File: src/rtl/text_console_writer.sv
// text_console_writer: turns a handshaked ASCII byte stream into code point/attribute
// cell writes on the video BRAM CPU port. Keeps the cursor, handles BS/CR/LF, wraps at
// the right margin, and blanks the new line on a line feed or wrap, or the whole
// screen on reset or on a clear request.
module text_console_writer #(
    parameter int unsigned COLS         = 160,
    parameter int unsigned ROWS         = 45,
    parameter logic [31:0] BASE_ADDR    = 32'h0000_0000,
    parameter logic [7:0]  DEFAULT_ATTR = 8'h0F
) (
    input  logic                    clk_in,
    input  logic                    rst_in,
    input  logic                    char_valid_in,
    input  logic [7:0]              char_in,
    output logic                    ready_out,
    input  logic                    attr_valid_in,
    input  logic [7:0]              attr_in,
    input  logic                    clear_in,
    output logic [31:0]             mem_addr_out,
    output logic [31:0]             mem_data_out,
    output logic [3:0]              mem_write_enable_out,
    output logic [$clog2(COLS)-1:0] cursor_col_out,
    output logic [$clog2(ROWS)-1:0] cursor_row_out
);

    localparam int          CW           = $clog2(COLS);
    localparam int          RW           = $clog2(ROWS);
    localparam int unsigned LINE_WORDS   = COLS / 2;
    localparam int unsigned SCREEN_WORDS = ROWS * COLS / 2;
    localparam int          WW           = $clog2(SCREEN_WORDS + 1);

    typedef enum logic [1:0] {
        CLR_SCREEN,
        IDLE,
        CLR_LINE
    } state_t;

    state_t          r_state;
    logic [CW-1:0]   r_col;
    logic [RW-1:0]   r_row;
    logic [7:0]      r_attr;
    logic [7:0]      r_clr_attr;
    // Index of the next blanking word to write; the clear ends once it reaches the word count.
    logic [WW-1:0]   r_word;
    logic [31:0]     r_addr;
    logic [31:0]     r_data;
    logic [3:0]      r_we;

    logic            w_printable;
    logic [RW-1:0]   w_row_next;
    logic [31:0]     w_cell_word;
    logic [31:0]     w_line_word;
    logic [31:0]     w_next_line_word0;
    logic            w_line_done;
    logic            w_screen_done;

    assign w_printable       = (char_in >= 8'h20) && (char_in <= 8'h7E);
    assign w_row_next        = (r_row == RW'(ROWS - 1)) ? '0 : r_row + RW'(1);
    // Two cells share a word and COLS is even, so the column alone gives word offset and lane.
    assign w_cell_word       = (32'(r_row) * LINE_WORDS) + 32'(r_col >> 1);
    assign w_line_word       = (32'(r_row) * LINE_WORDS) + 32'(r_word);
    assign w_next_line_word0 = 32'(w_row_next) * LINE_WORDS;
    assign w_line_done       = (r_word == WW'(LINE_WORDS));
    assign w_screen_done     = (r_word == WW'(SCREEN_WORDS));

    assign ready_out            = (r_state == IDLE);
    assign mem_addr_out         = r_addr;
    assign mem_data_out         = r_data;
    assign mem_write_enable_out = r_we;
    assign cursor_col_out       = r_col;
    assign cursor_row_out       = r_row;

    // Current attribute: loads in any state; an accept on the same edge still sees the old value.
    always_ff @(posedge clk_in or posedge rst_in) begin
        if (rst_in) begin
            r_attr <= DEFAULT_ATTR;
        end else if (attr_valid_in) begin
            r_attr <= attr_in;
        end
    end

    // Control FSM: cursor tracking, character writes and line/screen blanking, all outputs registered.
    always_ff @(posedge clk_in or posedge rst_in) begin
        if (rst_in) begin
            r_state    <= CLR_SCREEN;
            r_col      <= '0;
            r_row      <= '0;
            r_clr_attr <= DEFAULT_ATTR;
            r_word     <= '0;
            r_addr     <= '0;
            r_data     <= '0;
            r_we       <= '0;
        end else begin
            // NOTE: the strobe default is a non-blocking assignment; a later <= in this block
            // overrides it, so any cycle without a write gets a zero strobe without extra logic.
            r_we <= 4'h0;
            case (r_state)
                CLR_SCREEN: begin
                    if (w_screen_done) begin
                        r_col   <= '0;
                        r_row   <= '0;
                        r_word  <= '0;
                        r_state <= IDLE;
                    end else begin
                        r_addr <= BASE_ADDR + (32'(r_word) << 2);
                        r_data <= {r_clr_attr, 8'h20, r_clr_attr, 8'h20};
                        r_we   <= 4'hF;
                        r_word <= r_word + WW'(1);
                    end
                end

                CLR_LINE: begin
                    if (w_line_done) begin
                        r_word  <= '0;
                        r_state <= IDLE;
                    end else begin
                        r_addr <= BASE_ADDR + (w_line_word << 2);
                        r_data <= {r_clr_attr, 8'h20, r_clr_attr, 8'h20};
                        r_we   <= 4'hF;
                        r_word <= r_word + WW'(1);
                    end
                end

                IDLE: begin
                    if (clear_in) begin
                        // Clear wins over a simultaneous character, which stays unconsumed.
                        r_clr_attr <= r_attr;
                        r_word     <= '0;
                        r_state    <= CLR_SCREEN;
                    end else if (char_valid_in) begin
                        if (w_printable) begin
                            r_addr <= BASE_ADDR + (w_cell_word << 2);
                            r_data <= {r_attr, char_in, r_attr, char_in};
                            r_we   <= r_col[0] ? 4'b1100 : 4'b0011;
                            if (r_col != CW'(COLS - 1)) begin
                                r_col <= r_col + CW'(1);
                            end else begin
                                // Wrap: the char write occupies this cycle, blanking starts next.
                                r_col      <= '0;
                                r_row      <= w_row_next;
                                r_clr_attr <= r_attr;
                                r_word     <= '0;
                                r_state    <= CLR_LINE;
                            end
                        end else if (char_in == 8'h0A) begin
                            // Line feed issues the first blanking word on the accept edge itself.
                            r_col      <= '0;
                            r_row      <= w_row_next;
                            r_clr_attr <= r_attr;
                            r_addr     <= BASE_ADDR + (w_next_line_word0 << 2);
                            r_data     <= {r_attr, 8'h20, r_attr, 8'h20};
                            r_we       <= 4'hF;
                            r_word     <= WW'(1);
                            r_state    <= CLR_LINE;
                        end else if (char_in == 8'h0D) begin
                            r_col <= '0;
                        end else if (char_in == 8'h08) begin
                            if (r_col != '0) begin
                                r_col <= r_col - CW'(1);
                            end
                        end
                    end
                end

                default: begin
                    r_word  <= '0;
                    r_state <= CLR_SCREEN;
                end
            endcase
        end
    end

endmodule

File: config.mk
export PLATFORM = sky130hd
export DESIGN_NAME = text_console_writer
export DESIGN_NICKNAME = d
export VERILOG_FILES = /design/src/rtl/text_console_writer.sv
export SDC_FILE = /design/constraint.sdc
export NUM_CORES = 1
export LEC_CHECK = 0
export CELL_PAD_IN_SITES_DETAIL_PLACEMENT = 1
export CELL_PAD_IN_SITES_GLOBAL_PLACEMENT = 2
export CORE_UTILIZATION = 35
export CTS_CLUSTER_DIAMETER = 40
export DETAILED_ROUTE_END_ITERATION = 10
export PLACE_DENSITY_LB_ADDON = 0.25
export SYNTH_ARGS = -nofsm -noshare
export SYNTH_HDL_FRONTEND = slang
export SYNTH_SLANG_ARGS = --single-unit
File: constraint.sdc
create_clock -name clk_in -period 9.68 [get_ports clk_in]
set_input_delay 2.42 -clock clk_in [delete_from_list [all_inputs] [get_ports clk_in]]
set_output_delay 2.42 -clock clk_in [all_outputs]
set_load 0.005 [all_outputs]
* Word-level counts from Yosys, hierarchy flattened
Index checks and enable logic that the tools add are counted.
W data, S select, Z words.
** Storage, ports and cells
- Output and inout bits :: 83
- Register bits after elaboration :: 112
- Bits of input ports :: 21
- Logic and storage cells :: 116
** Cells by class
- $mul :: 2
- Muxes and demuxes :: 61
- Reduce and logical (&&, ||, !) cells :: 13
- Magnitude comparators :: 2
- Add/subtract/negate cells :: 6
- Equal/unequal tests :: 23
** Operators by type and width (number)
- $mux W32 :: 12
- $pmux W32 S3 :: 2
- $mux W8 :: 14
- $mux W12 :: 7
- $mux W6 :: 7
- $pmux W12 S3 :: 1
- $mux W4 :: 7
- $eq A8 B4 Y1 const B :: 3
- $mul A6 B3 Y9 const B :: 2
- $reduce_and A6 Y1 :: 3
- $pmux W8 S2 :: 1
- $add A13 B12 Y14 :: 1
- $add A13 B7 Y14 :: 1
- $mux W2 :: 7
- $add A12 B1 Y12 const B :: 1
- $eq A12 B12 Y1 const B :: 1
- $eq A12 B7 Y1 const B :: 1
- $ne A2 B2 Y1 const B :: 6
- $pmux W4 S3 :: 1
- $pmux W6 S2 :: 1
- $ne A5 B1 Y1 const B :: 2
- $add A8 B1 Y8 const B :: 1
- $ge A8 B6 Y1 const B :: 1
- $le A8 B7 Y1 const B :: 1
- 20 further kinds :: 23

* Longest topological paths before layout
Gate-level depths: netlist of run 1.
- Depth in word-level cells :: 9
- Mapped depth :: 14

* Worst setup path before layout of run 1
OpenSTA, ideal clock, no wires.
- Path type :: in2reg
- Start point :: input char_in[3]
- End point :: register r_clr_attr[4]
- Data required time :: 9.555 ns
- Cell stages on the path :: 6
- Path slack :: 5.636 ns
- Data arrival time :: 3.920 ns
- Cell sequence :: nand3_1 -> o21ai_2 -> nand2_1 -> and3_1 -> o21ai_2 -> mux2_2
** On the way
- Word-level cells in the longest chain between the ends :: 5
- Elaborated cells between the ends (all ways) :: 10
- Those cells by class :: 2 x order compare; 2 x eq/ne; 3 x mux; 3 x reduce/logical
** Ends and longest elaborated chain
- from (decl) :: RTL line 14 : input logic [7:0] char_in,
- $ge A8 B6 Y1 or $le A8 B7 Y1 (tied branches) :: RTL line 57 : assign w_printable = (char_in >= 8'h20) && (char_in <= 8'h7E);
- $logic_and A1 B1 Y1 :: RTL line 57
- $mux W8 :: RTL line 131 : if (w_printable) begin
- $mux W8 :: RTL line 130 : end else if (char_valid_in) begin
- $mux W8 :: RTL line 125 : if (clear_in) begin
- to (signal assigned) :: RTL line 127 : r_clr_attr <= r_attr;
- to (signal assigned) :: RTL line 141 : r_clr_attr <= r_attr;
- to (signal assigned) :: RTL line 149 : r_clr_attr <= r_attr;
- to (decl) :: RTL line 42 : logic [7:0] r_clr_attr;
Parallel ways exist; a longest one is shown, timed or not. The select of a mux whose other input is x is not followed.
A chain may end at the register's enable or synchronous reset.

* Worst setup path after layout of run 1
- Start point :: input char_in[1]
- End point :: register r_col[0], in the netlist cursor_col_out[0]
** On the way
- Word-level cells in the longest chain between the ends :: 7
- Elaborated cells between the ends (all ways) :: 15
- Those cells by class :: 2 x order compare; 5 x eq/ne; 6 x mux; 2 x reduce/logical
** Ends and longest elaborated chain
- parallel branches: the longest is 7 deep, another holds $ge A8 B6 Y1
- to (signal assigned) :: RTL line 136 : r_col <= r_col + CW'(1);
- to (signal assigned) :: RTL line 159 : r_col <= r_col - CW'(1);
- to (decl) :: RTL line 39 : logic [CW-1:0] r_col;
Parallel ways; which one is timed is not known. The select of a mux whose other input is x is not followed.

==> results.md, run 1 <==
* Drt via density at 5.57
* Critical Path AT at 5390 ps
* Number of hold buffers added after CTS at 0
* Post-synth EDFFs at 0
* Final worst slack at 4540 ps
* Post-route cell area at 6560 um2
* Setup tns final at 0 ps
* Power, Total at 0.700 mW
* Clk sink count at 76
* Drt drc at 0
* Worst hold path type: reg -> reg
* Utilization after layout at 43.2%
* Placed Area at 6260 um2
* Async S/R FF share, synth at 100%
* TritonCTS buffer count at 9
* Largest net degree at the start of global routing at 77
* Min-Delay Endpoint: mem_addr_out[4]
* WL/cell at 18.9 um
* Clk slew on worst S/H paths at 70 ps
* H-tree depth at 3
* Max_slew headroom at 19.3%
* Switching power at 0.182 mW
* Placement Setup Slack at 3920 ps
* Post-DP HPWL at 11600 um
* I/O Buffers at 85
* Synth area leaders: dfrtp_1 31%, ha_1 9.0%, buf_4 5.0%
* Worst Tran Pin Value at 1210 ps
* Nets@finish at 721
* Residual antenna-violating net count after detailed routing at 0
* Gate power share at 5.6%
* Antenna violations before repair at 0
* Deepest clock path buffer count at 2
* Final Wtd Congestion at 0.805
* Min Clock Period, post-route at 5140 ps
* Final period util at 53.1%
* Clk pwr share at 47.9%
* Post-CTS repair timing setup buffer count at 0
* Die area at 16100 um2
* Dominant cell type by area after synthesis: dfrtp_1
* Syn Std Cell Area at 5450 um2
* Cells after synthesis at 599
* Max FO, Critical Path at 19
* CP required at 9920 ps
* Post-synthesis sequential area ratio at 35.1%
* Sequential power share at 46.6%
* Synth top area share at 31.2%
* Clock skew at 9.09 ps
* Synth warn at 0
* Top_reg_cell synth: dfrtp_1
* Initial DRT Pass Iterations at 4
* Run status: finished, final reports clean
* Ant. Diodes at 0
* Hold Crit Depth at 2
* Flops & latches, synth at 76
* Die H at 127 um
* Critical R2R Launch: cursor_row_out[1]
* Most common cell after layout, fill and taps aside: clkdlybuf4s50_1
* Net switching fraction of the power at 26.0%
* Power per Cell Area at 107 nW/um2
* Type of origin of the critical path: input pin
* Pins Over Slew Limit at 0
* Crit path kind: in -> reg
* Fmax achieved at 0.194 GHz
* Synth cell types at 69
* Unrepaired setup endpoints after global routing: no
* GR Util All Layers at 20.6%
* Worst-Skew Late Latency at 350 ps
* Commonest cells after routing, fill and taps aside: 85 x clkdlybuf4s50_1, 72 x nand2_1, 68 x dfrtp_1, 54 x o21ai_0, 39 x ha_1
* Maximum vdd drop at 0.100 mV
* Flop2flop setup slack at 5910 ps
* CTS tree: done
* R2r endpoint: mem_addr_out[13]
* DRT Wirelength at 16000 um
* Max Cap Violations at 0
* First-pass GRT wire length at 25700 um
* Hold Vio Cnt, Final at 0
* Core ar. at 15200 um2
* # setup viols final at 0
* FF-to-FF path depth at 14
* # rows at 45
* I/O pins at 104
* Root buf cell: clkbuf_16
* Crit path capture type: flip-flop
* Grt total ovfl at 0
* Hold path startpoint: mem_addr_out[4]
* Pleak at 2.79 nW
* Mapped Avg Cell Area at 9.10 um2
* Area grow syn2layout at 20.4%
* Starting Density at 35.9%
* Die W at 127 um
* Worst Setup SP: char_in[1]
* P_int at 0.518 mW
* Total number of vias at 4734
* Layout cells sized above 1 at 9.06%
* Drt initial violations at 240
* Post-CTS sizing at 0
* Vias in the first global route at 4771
-- synth_stat cells (3+ instances only) --
cell type   n
a21oi_1    22
buf_2       3
o21ai_0    54
nor3_1      7
o2111ai_1   3
and3_1      9
o21a_1      3
nand4b_1    3
fa_1        4
clkbuf_1   19
nor4b_1     4
o221ai_1    3
dfstp_2     8
mux2_2     17
mux2_1      3
a32oi_1     5
inv_1      21
a31oi_1     6
a21o_1      9
nor2_1     29
o31ai_1     4
ha_1       39
buf_4      36
xor2_1     10
nand4_1    11
nand3_1    33
and2_1      7
dfrtp_1    68
nand2b_1    4
or4_1       3
a221o_1     3
a221oi_1    5
nand2_1    72
xnor2_1     9
o211ai_1    5
mux2i_1    13
-- sequential cells by signal (all words and copies together), names as in the netlist --
signal / flops
r_clr_attr: 8
mem_write_enable_out: 2
cursor_col_out: 8
r_attr: 8
r_word: 12
r_state: 2
mem_data_out: 16
mem_addr_out: 14
cursor_row_out: 6
-- cells by family (layout without fill, tap and decap cells) --
group                    count (synthesis)  in the layout  share of synthesized area, %
buffers and inverters                   80            126                          8.06
adder cells (fa/ha/maj)                 43             43                          10.4
AO/OA/AOI/OAI                          149            149                          18.4
multiplexers                            33             33                          6.52
other                                    1             18                        0.0688
AND/OR/NAND/NOR                        197            197                          18.0
flip-flops                              76             76                          35.1
XOR/XNOR                                20             20                          3.47
-- power groups by stage --
stage	clock [mW]	sequential [mW]	combinational, mW
floorplan	0	0.330	0.0276
global placement	0	0.331	0.0384
detailed placement	0	0.332	0.0392
CTS	0.346	0.326	0.0395
global route	0.357	0.326	0.0434
finish	0.335	0.326	0.0390
-- cell type report --
type / instances / area, um2
inverter: 21 / 78.8
timing repair buffer: 89 / 881
clock buffer: 9 / 225
clock inverter: 7 / 67.6
sequential: 76 / 1910
multi-input combinational: 460 / 3160
fill: 1748 / 8640
tap: 188 / 235
-- metrics by stage --
step | hold slack [ps] | instances
floorplan | 473 | 616
global placement | 466 | 833
detailed placement | 473 | 833
CTS | 488 | 849
global route | 514 | 850
finish | 486 | 850
-- critical path, stage by stage --
cell and delay (ps):
clkdlybuf4s50_1 580, nand4_1 170, o21ai_2 670, nand3_1 320, o31ai_2 910, a2111oi_2 100, a21o_1 200
-- how the worst max path moves through the flow --
stage / endpoint / depth (start not counted)
6_report: cursor_col_out[0] / 7
5_1_grt: cursor_col_out[3] / 6
4_1_cts: r_word[3] / 7
3_5_place_dp: r_word[3] / 7
3_3_place_gp: r_word[11] / 7
2_1_floorplan: cursor_col_out[0] / 1
-- metal layers --
layer  track usage, %  share of wire, %
met1             26.7                47
met2             34.7                48
met3             3.37               3.6
met4             7.14               1.7
met5                0                 0
Note: power is estimated with default switching activity, not from simulation.
==> run 2, diff against run 1 <==
--- a/config.mk
+++ b/config.mk
@@ -7,7 +7,7 @@
 export LEC_CHECK = 0
 export CELL_PAD_IN_SITES_DETAIL_PLACEMENT = 1
 export CELL_PAD_IN_SITES_GLOBAL_PLACEMENT = 2
-export CORE_UTILIZATION = 35
+export CORE_UTILIZATION = 32
 export CTS_CLUSTER_DIAMETER = 40
 export DETAILED_ROUTE_END_ITERATION = 10
 export PLACE_DENSITY_LB_ADDON = 0.25
==> constraint.sdc (replaced) <==
create_clock -name clk_in -period 5.1 [get_ports clk_in]
set_input_delay 1.275 -clock clk_in [delete_from_list [all_inputs] [get_ports clk_in]]
set_output_delay 1.275 -clock clk_in [all_outputs]
set_load 0.005 [all_outputs]
==> results.md, run 2 (synthesis gave the netlist of run 1 again) <==
* Deepest clock path buffer count at 2 (unchanged)
* First-pass GRT wire length at 26200 um (+2.1%)
* Drt initial violations at 221 (-7.9%)
* Drt drc at 0 (unchanged)
* Hold path startpoint: mem_addr_out[6]
* WL met1 at 7490 um (about the same)
* I/O Buffers at 85 (unchanged)
* GR Util All Layers at 18.8% (-1.8 points)
* Unrepaired setup endpoints after global routing: no
* Maximum vdd drop at 0.137 mV (+36%)
* Die W at 133 um (+4.5%)
* Met3 routed WL at 463 um (-19%)
* CP max stage delay at 560 ps (-350 ps)
* Flop2flop setup slack at 1260 ps (-4650 ps)
* Final period util at 75.2%
* Clk slew on worst S/H paths at 60 ps (about the same)
* Vias in the first global route at 4915 (+3.0%)
* Min Clock Period, post-route at 3840 ps
* Post-CTS repair timing setup buffer count at 0 (unchanged)
* R2r endpoint: mem_addr_out[13]
* Post-DP HPWL at 12000 um (+3.5%)
* Grt total ovfl at 0 (unchanged)
* Pins Over Slew Limit at 0 (unchanged)
* Area grow syn2layout at 21.2%
* Power per Cell Area at 195 nW/um2 (+83%)
* Met2 wire len at 7840 um (+1.9%)
* Power, Total at 1.29 mW (+84%)
* Final Wtd Congestion at 0.797 (-0.98%)
* Crit path kind: reg -> reg
* CP delay by family, top: adder cells
* Crit path top cell by count: ha_1
* Critical R2R Launch: cursor_row_out[1]
* H-tree depth at 3 (unchanged)
* Worst Setup SP: cursor_row_out[1]
* Pleak at 2.79 nW (+0.29%)
* Nets@finish at 725 (+0.55%)
* Total number of vias at 4712 (-0.46%)
* TritonCTS buffer count at 9 (unchanged)
* Max Cap Violations at 0 (unchanged)
* Max_slew headroom at 48.5% (+29 points)
* CP Cell Sequence: inv_1 -> ha_1 -> nand4_1 -> nor2_1 -> nor2_1 -> ha_1 -> ha_1 -> fa_1 -> a21oi_1 -> o21bai_1 -> or4b_1 -> o211ai_1 -> a21oi_1 -> o31a_1
* Post-CTS sizing at 0 (unchanged)
* Root buf cell: clkbuf_16
* FF-to-FF path depth at 14 (unchanged)
* Initial DRT Pass Iterations at 4 (unchanged)
* Clk sink count at 76 (unchanged)
* Layout cells sized above 1 at 9.46% (+0.40 points)
* # setup viols final at 0 (unchanged)
* CP required at 5320 ps (-4600 ps)
* Starting Density at 32.9% (-3.0 points)
* Hold Vio Cnt, Final at 0 (unchanged)
* Number of hold buffers added after CTS at 0 (unchanged)
* Residual antenna-violating net count after detailed routing at 0 (unchanged)
* I/O pins at 104 (unchanged)
* Final worst slack at 1260 ps (-3280 ps)
* WL/cell at 18.0 um (-4.3%)
* Worst hold path type: reg -> reg
* Clock skew at 5.61 ps (-3.48 ps)
* Antenna violations before repair at 0 (unchanged)
* Most common cell after layout, fill and taps aside: clkdlybuf4s50_1
* Worst Tran Pin Value at 773 ps (-434 ps)
* Worst-Skew Late Latency at 340 ps (about the same)
* Setup tns final at 0 ps (unchanged)
* Placement Setup Slack at 1160 ps (-2760 ps)
* Min-Delay Endpoint: mem_addr_out[6]
* # rows at 47 (+4.4%)
* Max FFs per register at 16 (unchanged)
* DRT Wirelength at 16000 um (-0.24%)
* Core ar. at 16600 um2 (+9.1%)
* CTS tree: done
* Type of origin of the critical path: flip-flop
* Top routing layer in use: met4
* Crit path capture type: flip-flop
* Run status: finished, final reports clean
* Critical-path top delay cell: dfrtp_1
* Die H at 133 um (+4.5%)
* Fmax achieved at 0.261 GHz
* Max FO, Critical Path at 10 (-9)
* Hold Crit Depth at 2 (unchanged)
* Critical Path AT at 4060 ps (-1330 ps)
* Largest net degree at the start of global routing at 47 (-39%)
* Die area at 17600 um2 (+9.2%)
* Ant. Diodes at 0 (unchanged)
* Drt via density at 5.32 (-4.5%)
* Commonest cells after routing, fill and taps aside: 85 x clkdlybuf4s50_1, 72 x nand2_1, 68 x dfrtp_1, 54 x o21ai_0, 39 x ha_1
* Worst path bufs/invs at 1 (unchanged)
## run 2: changes by cell type in the layout (fill, tap and decap cells not counted)
cell        delta
buf_4          +4
clkbuf_1       +1
clkinv_2       +3
clkinv_4       -2
clkinv_8       -1
clkinvlp_4     +1
inv_6          -2
## run 2: area by class of cell
| class | instances | area [um2] |
|---|---|---|
| Clock buffer | 10 | 229 |
| Multi-Input combinational cell | 460 | 3160 |
| Timing Repair Buffer | 93 | 911 |
| Fill cell | 1938 | 9970 |
| Inverter | 21 | 78.8 |
| Sequential cell | 76 | 1910 |
| Clock inverter | 6 | 38.8 |
| Tap cell | 220 | 275 |
## run 2: power breakdown
| part | total, mW | switching, mW | internal (mW) | leakage [nW] |
|---|---|---|---|---|
| Combinational | 0.0765 | 0.0453 | 0.0312 | 1.74 |
| Clock | 0.594 | 0.265 | 0.329 | 0.129 |
| Sequential | 0.620 | 0.00738 | 0.612 | 0.929 |
## run 2: metrics by stage
stage          util (%)  area [um2]  cells  hold WS [ps]
2_1_floorplan         -        5520    616           473
3_3_place_gp       38.2        6340    870           474
3_5_place_dp       38.2        6340    870           474
4_1_cts            39.9        6610    886           488
5_1_grt            39.9        6610    886           521
6_report           39.9        6610    886           481
## run 2: worst max-delay path by stage
stage	end	slack, ps	cells after the start
6_report	mem_addr_out[13]	1260	14
2_1_floorplan	mem_addr_out[13]	1820	14
5_1_grt	mem_addr_out[13]	1090	14
4_1_cts	mem_addr_out[13]	1260	14
3_5_place_dp	mem_addr_out[13]	1160	7
3_3_place_gp	mem_addr_out[6]	1280	8
## run 2: routing by layer
metal	vias up	global-route usage [%]
met5	-	0
met4	0	5.56
met3	14	2.68
met2	84	32.6
met1	2363	24.2
li1	2251	-
## run 2: tightest hold or removal path: stages, from the launching register on
cell     delay (ps)
dfrtp_1         340
nand2_1          50
o21ai_0          60
